### src/rtl/mult_rr_seq_if.sv
// Request/grant/result bundle shared between two requesters and the
// shared shift-and-add multiplier. The master side drives requests and
// operands; the slave side (the multiplier) returns grants and results.
interface mult_rr_seq_if #(
  parameter int W = 4
);
  logic           req0;
  logic [W-1:0]   A0;
  logic [W-1:0]   B0;
  logic           req1;
  logic [W-1:0]   A1;
  logic [W-1:0]   B1;
  logic           gnt0;
  logic           gnt1;
  logic           busy;
  logic [2*W-1:0] P;
  logic           done;
  logic           done_id;

  modport master (
    output req0, A0, B0, req1, A1, B1,
    input  gnt0, gnt1, busy, P, done, done_id
  );

  modport slave (
    input  req0, A0, B0, req1, A1, B1,
    output gnt0, gnt1, busy, P, done, done_id
  );
endinterface

### src/rtl/mult_rr_seq.sv
// Shared sequential shift-and-add multiplier. Two requesters compete
// through a round-robin arbiter; one unsigned W x W multiply runs at a
// time and takes W cycles, followed by a one-cycle done pulse carrying
// the product and the ID of the requester that owns it.
module mult_rr_seq #(
  parameter int W = 4
) (
  input logic          clk,
  input logic          rst,
  mult_rr_seq_if.slave bus
);

  localparam int CW = (W > 1) ? $clog2(W) : 1;

  typedef enum logic [1:0] {
    IDLE = 2'd0,
    CALC = 2'd1,
    DONE = 2'd2
  } state_t;

  state_t         r_state;
  logic [W-1:0]   r_mcand;
  logic [W-1:0]   r_mplr;
  logic [2*W-1:0] r_acc;
  logic [CW-1:0]  r_cnt;
  logic           r_id;
  logic           r_lastId;
  logic [2*W-1:0] r_p;
  logic           r_doneId;
  logic           r_busy;
  logic           r_done;

  logic           w_inIdle;
  logic           w_anyReq;
  logic           w_pick1;
  logic [W-1:0]   w_opA;
  logic [W-1:0]   w_opB;
  logic [2*W-1:0] w_addend;
  logic [2*W-1:0] w_accNext;

  // Arbitration: a lone requester wins outright; on a tie the requester
  // that did not win last time goes next. Grants are only offered in IDLE.
  assign w_inIdle = (r_state == IDLE);
  assign w_anyReq = bus.req0 | bus.req1;
  assign w_pick1  = bus.req1 & (~bus.req0 | ~r_lastId);
  assign w_opA    = w_pick1 ? bus.A1 : bus.A0;
  assign w_opB    = w_pick1 ? bus.B1 : bus.B0;

  // One partial product per cycle: the multiplicand shifted to the weight
  // of the current multiplier bit. 2W bits holds (2^W-1)^2 without loss.
  assign w_addend  = r_mplr[0] ? ({{W{1'b0}}, r_mcand} << r_cnt) : '0;
  assign w_accNext = r_acc + w_addend;

  assign bus.gnt0    = w_inIdle & bus.req0 & ~w_pick1;
  assign bus.gnt1    = w_inIdle & w_pick1;
  assign bus.busy    = r_busy;
  assign bus.P       = r_p;
  assign bus.done    = r_done;
  assign bus.done_id = r_doneId;

  // Control FSM and datapath: capture the winner's operands on the grant
  // edge, accumulate for W cycles, publish the product on entry to DONE.
  always_ff @(posedge clk) begin
    if (rst) begin
      r_state  <= IDLE;
      r_mcand  <= '0;
      r_mplr   <= '0;
      r_acc    <= '0;
      r_cnt    <= '0;
      r_id     <= 1'b0;
      r_lastId <= 1'b1;
      r_p      <= '0;
      r_doneId <= 1'b0;
      r_busy   <= 1'b0;
      r_done   <= 1'b0;
    end else begin
      case (r_state)
        IDLE: begin
          r_done <= 1'b0;
          if (w_anyReq) begin
            r_mcand  <= w_opA;
            r_mplr   <= w_opB;
            r_acc    <= '0;
            r_cnt    <= '0;
            r_id     <= w_pick1;
            r_lastId <= w_pick1;
            r_busy   <= 1'b1;
            r_state  <= CALC;
          end
        end
        CALC: begin
          r_acc  <= w_accNext;
          r_mplr <= r_mplr >> 1;
          r_cnt  <= r_cnt + CW'(1);
          if (r_cnt == CW'(W - 1)) begin
            r_p      <= w_accNext;
            r_doneId <= r_id;
            r_done   <= 1'b1;
            r_state  <= DONE;
          end
        end
        DONE: begin
          r_done  <= 1'b0;
          r_busy  <= 1'b0;
          r_state <= IDLE;
        end
        default: begin
          r_done  <= 1'b0;
          r_busy  <= 1'b0;
          r_state <= IDLE;
        end
      endcase
    end
  end

endmodule

### src/flat_wrapper.sv
// flat-port wrapper written by rule: the top's interface ports become plain ports
module mult_rr_seq_flat 
#(
  parameter int W = 4
)
  (clk, rst, bus_req0, bus_A0, bus_B0, bus_req1, bus_A1, bus_B1, bus_gnt0, bus_gnt1, bus_busy, bus_P, bus_done, bus_done_id);
  mult_rr_seq_if #(.W(W)) bus_i ();
  input logic clk;
  input logic rst;
  input wire logic [$bits(bus_i.req0)-1:0] bus_req0;
  input wire logic [$bits(bus_i.A0)-1:0] bus_A0;
  input wire logic [$bits(bus_i.B0)-1:0] bus_B0;
  input wire logic [$bits(bus_i.req1)-1:0] bus_req1;
  input wire logic [$bits(bus_i.A1)-1:0] bus_A1;
  input wire logic [$bits(bus_i.B1)-1:0] bus_B1;
  output wire logic [$bits(bus_i.gnt0)-1:0] bus_gnt0;
  output wire logic [$bits(bus_i.gnt1)-1:0] bus_gnt1;
  output wire logic [$bits(bus_i.busy)-1:0] bus_busy;
  output wire logic [$bits(bus_i.P)-1:0] bus_P;
  output wire logic [$bits(bus_i.done)-1:0] bus_done;
  output wire logic [$bits(bus_i.done_id)-1:0] bus_done_id;
  assign bus_i.req0 = bus_req0;
  assign bus_i.A0 = bus_A0;
  assign bus_i.B0 = bus_B0;
  assign bus_i.req1 = bus_req1;
  assign bus_i.A1 = bus_A1;
  assign bus_i.B1 = bus_B1;
  assign bus_gnt0 = bus_i.gnt0;
  assign bus_gnt1 = bus_i.gnt1;
  assign bus_busy = bus_i.busy;
  assign bus_P = bus_i.P;
  assign bus_done = bus_i.done;
  assign bus_done_id = bus_i.done_id;
  mult_rr_seq #(.W(W)) u_core (.clk(clk), .rst(rst), .bus(bus_i));
endmodule
### config.mk
export PLATFORM = sky130hd
export DESIGN_NAME = mult_rr_seq_flat
export DESIGN_NICKNAME = d
export VERILOG_FILES = /design/src/rtl/mult_rr_seq_if.sv /design/src/rtl/mult_rr_seq.sv /design/src/flat_wrapper.sv
export SDC_FILE = /design/constraint.sdc
export NUM_CORES = 1
export LEC_CHECK = 0
export ABC_AREA = 0
export CAP_MARGIN = 20
export CORE_ASPECT_RATIO = 1.2
export CORE_UTILIZATION = 45
export CTS_BUF_LIST = sky130_fd_sc_hd__clkbuf_8 sky130_fd_sc_hd__clkbuf_16
export CTS_CLUSTER_SIZE = 40
export DETAILED_ROUTE_END_ITERATION = 7
export GPL_TIMING_DRIVEN = 0
export PLACE_DENSITY = 0.7
export RECOVER_POWER = 100
export SYNTH_ARGS = -nofsm -noshare
export SYNTH_HDL_FRONTEND = slang
export SYNTH_SLANG_ARGS = --single-unit
export TNS_END_PERCENT = 1
### constraint.sdc
create_clock -name clk -period 5.8 [get_ports clk]
set_clock_uncertainty 0.1 [all_clocks]
set_input_delay 0.87 -clock clk [delete_from_list [all_inputs] [get_ports clk]]
set_output_delay 0.87 -clock clk [all_outputs]
set_load 0.005 [all_outputs]
==> impl_metrics.toml, run 1 <==
[route]
totalWireLength_um = 4200
wl_per_cell_um = 13.8
drt-initial-drc-count = 68
firstDrtPassIters = 4
drc = 0
viasPerCell = 5.50
drtAntennaViolNets = 0
vias = 1676

[power_and_ir_drop]
power_density_nw_per_um2 = 218
vdd_ir_drop_max_mv = 0.141
leakagePower_nw = 0.906

[place]
place_congestion = 0.833
io_buffers = 32
post-dp-hpwl_um = 3090

[sta]
finalCritPeriodShare_pct = 68.5
hold_ws_ps = 353
tightest_slew_ps = 571
period_needed_ps = 3970
rsz0062_at_grt = "false"
slew-limit-headroom_pct = 61.6
finalSetupTns_ps = 0
max_freq_mhz = 252
slew_violations = 0
hold_viol = 0
setup_viol = 0

[global_routing]
track_usage_pct = 22.5
antenna_found_initial = 0
grt_pass1_vias = 1637
grt_first_pass_wirelength_um = 7230
grt-ovfl-total = 0
grt_max_degree = 11

[clocking]
clock-root-buffer = "clkbuf_8"
htreeDepth = 2
clk_path_buf_depth = 2
numClockSinks = 33
cts_setup_buffers = 0
cts_buffers = 5
ctsResizeCount = 0
ctsHoldBuffers = 0
tritoncts = "yes"
clk_pin_slew_ps = 70
clk_latency_ps = 280

[setup_path]
worstSetupEndpointType = "output pin"
crit_fanout = 10
r2r_slack_ps = 2930
arrival_ps = 3000
worstSetupPathType = "in2out"
path_common_cell = "dlygate4sd3_1"
required_ps = 4830
crit_chain = "dlygate4sd3_1, a21boi_0, clkbuf_1, and2_0, dlygate4sd3_1"
slowest_delay_ps = 610
cpMaxStageDelayCell = "dlygate4sd3_1"
critPathLaunchType = "input pin"

[layout]
syn_to_final_growth_pct = 26.0
n_antenna_cell = 0
layout_commonest_cell = "dfxtp_1"
layout.cells.most_common_list = "dfxtp_1 (33), nand2_1 (24), nor2_1 (24)"
layout-drive-gt1-share_pct = 5.14
fin_nets = 282

[yosys]
synth_area_leader_cell = "dfxtp_1"
syn-num-nets = 243
synth_edf_count = 0
synth_seq_cells = 33
synth_area_um2 = 1790
ys.flop_type = "dfxtp_1"
yosysWarnings = 0
synthArstFlopShare_pct = 0
synth_cell_types = 41
ys_seq_area_share_pct = 36.9
yosys.area.top_type_share_pct = 36.9
syn_inst = 214
syn_avg_cell_area_um2 = 8.35
synthTopCellsByArea = "dfxtp_1 (37%), ha_1 (5.6%), a21oi_1 (5.0%), nand2_1 (5.0%), nor2_1 (5.0%)"

[floorplan]
ioPinCount = 33
std_cell_rows = 24
die_h_um = 71.1
die_w_um = 59.5
die-area_um2 = 4230
coreArea_um2 = 3720
start_util_pct = 48.0

[run]
cap_violations = 0

[min_path]
min_path_type = "reg2reg"

[status]
status = "finished clean"
==> flip-flops by register name (all words and copies together), names as in the netlist, 2 cells and up <==
name	cells
u_core.bus.P	8
u_core.r_cnt	2
u_core.r_acc	8
u_core.r_mplr	4
u_core.r_state	2
u_core.r_mcand	4
==> stage by stage <==
| stage | instances | util [%] | setup WS, ps | area (µm²) | power (mW) |
|---|---|---|---|---|---|
| after floorplan | 214 | - | 3270 | 1790 | 0.292 |
| after global placement | 298 | 58.4 | 2330 | 2170 | 0.321 |
| after detailed placement | 298 | 58.4 | 2330 | 2170 | 0.322 |
| after CTS | 305 | 60.8 | 2330 | 2260 | 0.500 |
| after global routing | 305 | 60.5 | 1670 | 2250 | 0.514 |
| final | 305 | 60.5 | 1830 | 2250 | 0.492 |
==> worst max-delay path, delay by kind of cell <==
family	cells	cell delay, ps
buffers and inverters	3	1660
AOI/OAI and AO/OA	1	190
and+or+nand+nor	1	280
==> path summary, 6_finish.rpt <==
path                                       from              end  cells past startpoint
worst max-delay path                   bus_req1         bus_gnt1                      5
worst min-delay path            u_core.bus.P[1]  u_core.bus.P[1]                      2
worst max register to register  u_core.r_cnt[0]  u_core.bus.P[6]                      8
worst min register to register  u_core.bus.P[1]  u_core.bus.P[1]                      2
==> report_power, final <==
part           internal (mW)  leakage (nW)  total [mW]  switching [mW]
Clock                 0.0938        0.0433       0.177          0.0830
Combinational         0.0347         0.594      0.0733          0.0386
Sequential             0.236         0.269       0.242         0.00634
Total                  0.364         0.906       0.492           0.128
==> synthesized netlist by cell type (2+ instances only) <==
cell type and number:
nand2b_1 6, inv_1 2, mux2_1 3, o21a_1 2, o21ai_0 4, o211ai_1 3, nor3b_1 2, o31ai_1 3
clkbuf_1 9, nand3b_1 4, nand4b_1 2, nor2b_1 2, a22oi_1 3, dfxtp_1 33, mux2_2 2, ha_1 8
mux2i_1 7, nand3_1 12, nor2_1 24, nor3_1 5, a21oi_1 18, o311ai_1 4, buf_2 4, a21o_1 2
a211oi_1 5, a211o_1 4, and2_1 4, nand2_1 24
==> routing by layer <==
metal	vias to the layer above	part of all wire [%]	GRT usage [%]
li1	848	-	-
met3	7	3.3	4.94
met2	44	49	37.8
met5	-	0	0
met4	0	1.3	7.24
met1	777	46	28.0
==> final cells by class <==
cell class	instances	area, µm²
clock buffer	6	82.6
multi-input combinational	165	1050
inverter	2	7.51
sequential	33	661
tap	52	65.1
fill	383	1470
clock inverter	1	7.51
timing repair buffer	32	320
buffer	14	57.6
==> kinds of logic after synthesis <==
family	share of synthesized area (%)
adder cells (fa/ha/maj)	6.72
XOR/XNOR	0.490
flip-flops	36.9
AND/OR/NAND/NOR	23.6
AO/OA/AOI/OAI	21.3
buffers and inverters	3.85
multiplexers	7.07
Note: power is estimated with default switching activity, not from simulation.
==> run 2, diff against run 1 <==
PLACE_DENSITY = 0.73   (was 0.7)
clock period = 3.4 ns   (was 5.8 ns; I/O delays follow)
==> impl_metrics.toml, run 2 (synthesis results as in run 1) <==
[run]
cap_violations = 0

[layout]
layout_commonest_cell = "dfxtp_1"
layout-drive-gt1-share_pct = 4.72
layout.cells.most_common_list = "dfxtp_1 (33), nand2_1 (24), nor2_1 (24)"
n_fill_cell = 364
syn_to_final_growth_pct = 27.4
fin_nets = 282
n_antenna_cell = 0

[floorplan]
die-area_um2 = 4230
std_cell_rows = 24
ioPinCount = 33
die_w_um = 59.5
coreArea_um2 = 3720
start_util_pct = 48.0
die_h_um = 71.1

[route]
vias = 1659
drc = 0
drtAntennaViolNets = 0
wl_per_cell_um = 13.2
viasPerCell = 5.42
drt-initial-drc-count = 88
firstDrtPassIters = 4
totalWireLength_um = 4030

[clocking]
htreeDepth = 2
clock-root-buffer = "clkbuf_8"
clk_pin_slew_ps = 70
ctsResizeCount = 0
ctsHoldBuffers = 0
clk_latency_ps = 280
numClockSinks = 33
clk_path_buf_depth = 2
tritoncts = "yes"
cts_setup_buffers = 0
cts_buffers = 5

[place]
post-dp-hpwl_um = 2990
place_congestion = 0.897
io_buffers = 32

[setup_path]
cp_top_family = "buffers and inverters"
arrival_ps = 2440
required_ps = 2790
worstSetupPathType = "in2out"
crit_fanout = 10
critPathLaunchType = "input pin"
path_common_cell = "clkdlybuf4s50_1"
worstSetupEndpointType = "output pin"
slowest_delay_ps = 520
crit_chain = "clkdlybuf4s50_1, a21boi_1, clkbuf_1, and2_0, clkdlybuf4s50_1"
path_buf_inv = 3
cpMaxStageDelayCell = "clkdlybuf4s50_1"

[global_routing]
grt_pass1_vias = 1516
grt_max_degree = 11
antenna_found_initial = 0
grt-ovfl-total = 0
grt_use_met2_pct = 35.8
track_usage_pct = 21.2
grt_first_pass_wirelength_um = 6780
met3_usage_pct = 3.84
grt_use_met1_pct = 27.0
top_usage_layer = "met2"

[sta]
finalCritPeriodShare_pct = 89.8
hold_ws_ps = 352
hold_viol = 0
finalSetupTns_ps = 0
period_needed_ps = 3050
max_freq_mhz = 328
rsz0062_at_grt = "false"
slew_violations = 0
slew-limit-headroom_pct = 58.7
tightest_slew_ps = 619
setup_viol = 0

[power_and_ir_drop]
power_density_nw_per_um2 = 403
leakagePower_nw = 0.921
vdd_ir_drop_max_mv = 0.241

[status]
status = "finished clean"

[min_path]
min_path_type = "reg2reg"
run 2: layout make-up:
type	instances	area (µm²)	area share, %
multi-input combinational	165	1050	46.2
sequential	33	661	29.0
timing repair buffer	32	320	14.1
clock buffer	6	82.6	3.62
tap	52	65.1	2.86
buffer	14	56.3	2.47
clock inverter	2	33.8	1.48
inverter	2	7.51	0.329
run 2: final timing paths:
| kind | start | end | slack (ps) | cells after the start |
|---|---|---|---|---|
| min reg2reg | u_core.bus.P[4] | u_core.bus.P[4] | 350 | 2 |
| min | u_core.bus.P[4] | u_core.bus.P[4] | 350 | 2 |
| max reg2reg | u_core.r_cnt[0] | u_core.bus.P[6] | 540 | 8 |
| max | bus_req1 | bus_gnt1 | 350 | 5 |
run 2: worst min-delay path, delay by kind of cell, from the launching register on:
kind,cells,cell delay [ps]
and+or+nand+nor,1,50
AOI/OAI and AO/OA,1,50
DFF,1,310
run 2: report_power, final:
part	total, mW	leakage (nW)	internal [mW]	switching [mW]
logic	0.125	0.590	0.0595	0.0655
clock network	0.380	0.0626	0.236	0.144
registers	0.413	0.269	0.402	0.0109
run 2: layer usage:
layer | part of all wire [%] | vias up | routed length [µm]
li1 | - | 854 | -
met1 | 46 | 750 | 1860
met2 | 48 | 48 | 1930
met3 | 4.8 | 7 | 192
met4 | 1.3 | 0 | 51
met5 | 0 | - | 0
run 2: metrics by stage:
stage	util (%)	total power, mW	cells	setup WS (ps)	instance area (µm²)
final	61.2	0.919	306	347	2280
after global routing	61.2	0.955	306	196	2280
after floorplan	-	0.498	214	872	1790
after global placement	58.4	0.548	298	683	2170
after CTS	61.5	0.924	306	646	2290
after detailed placement	58.4	0.550	298	652	2170
==> run 3, diff against run 2 <==
ABC_CLOCK_PERIOD_IN_PS = 3400   (was not set)
==> results of run 3 <==
Same layout as run 2: the final DEF is identical, and so are final timing and power.
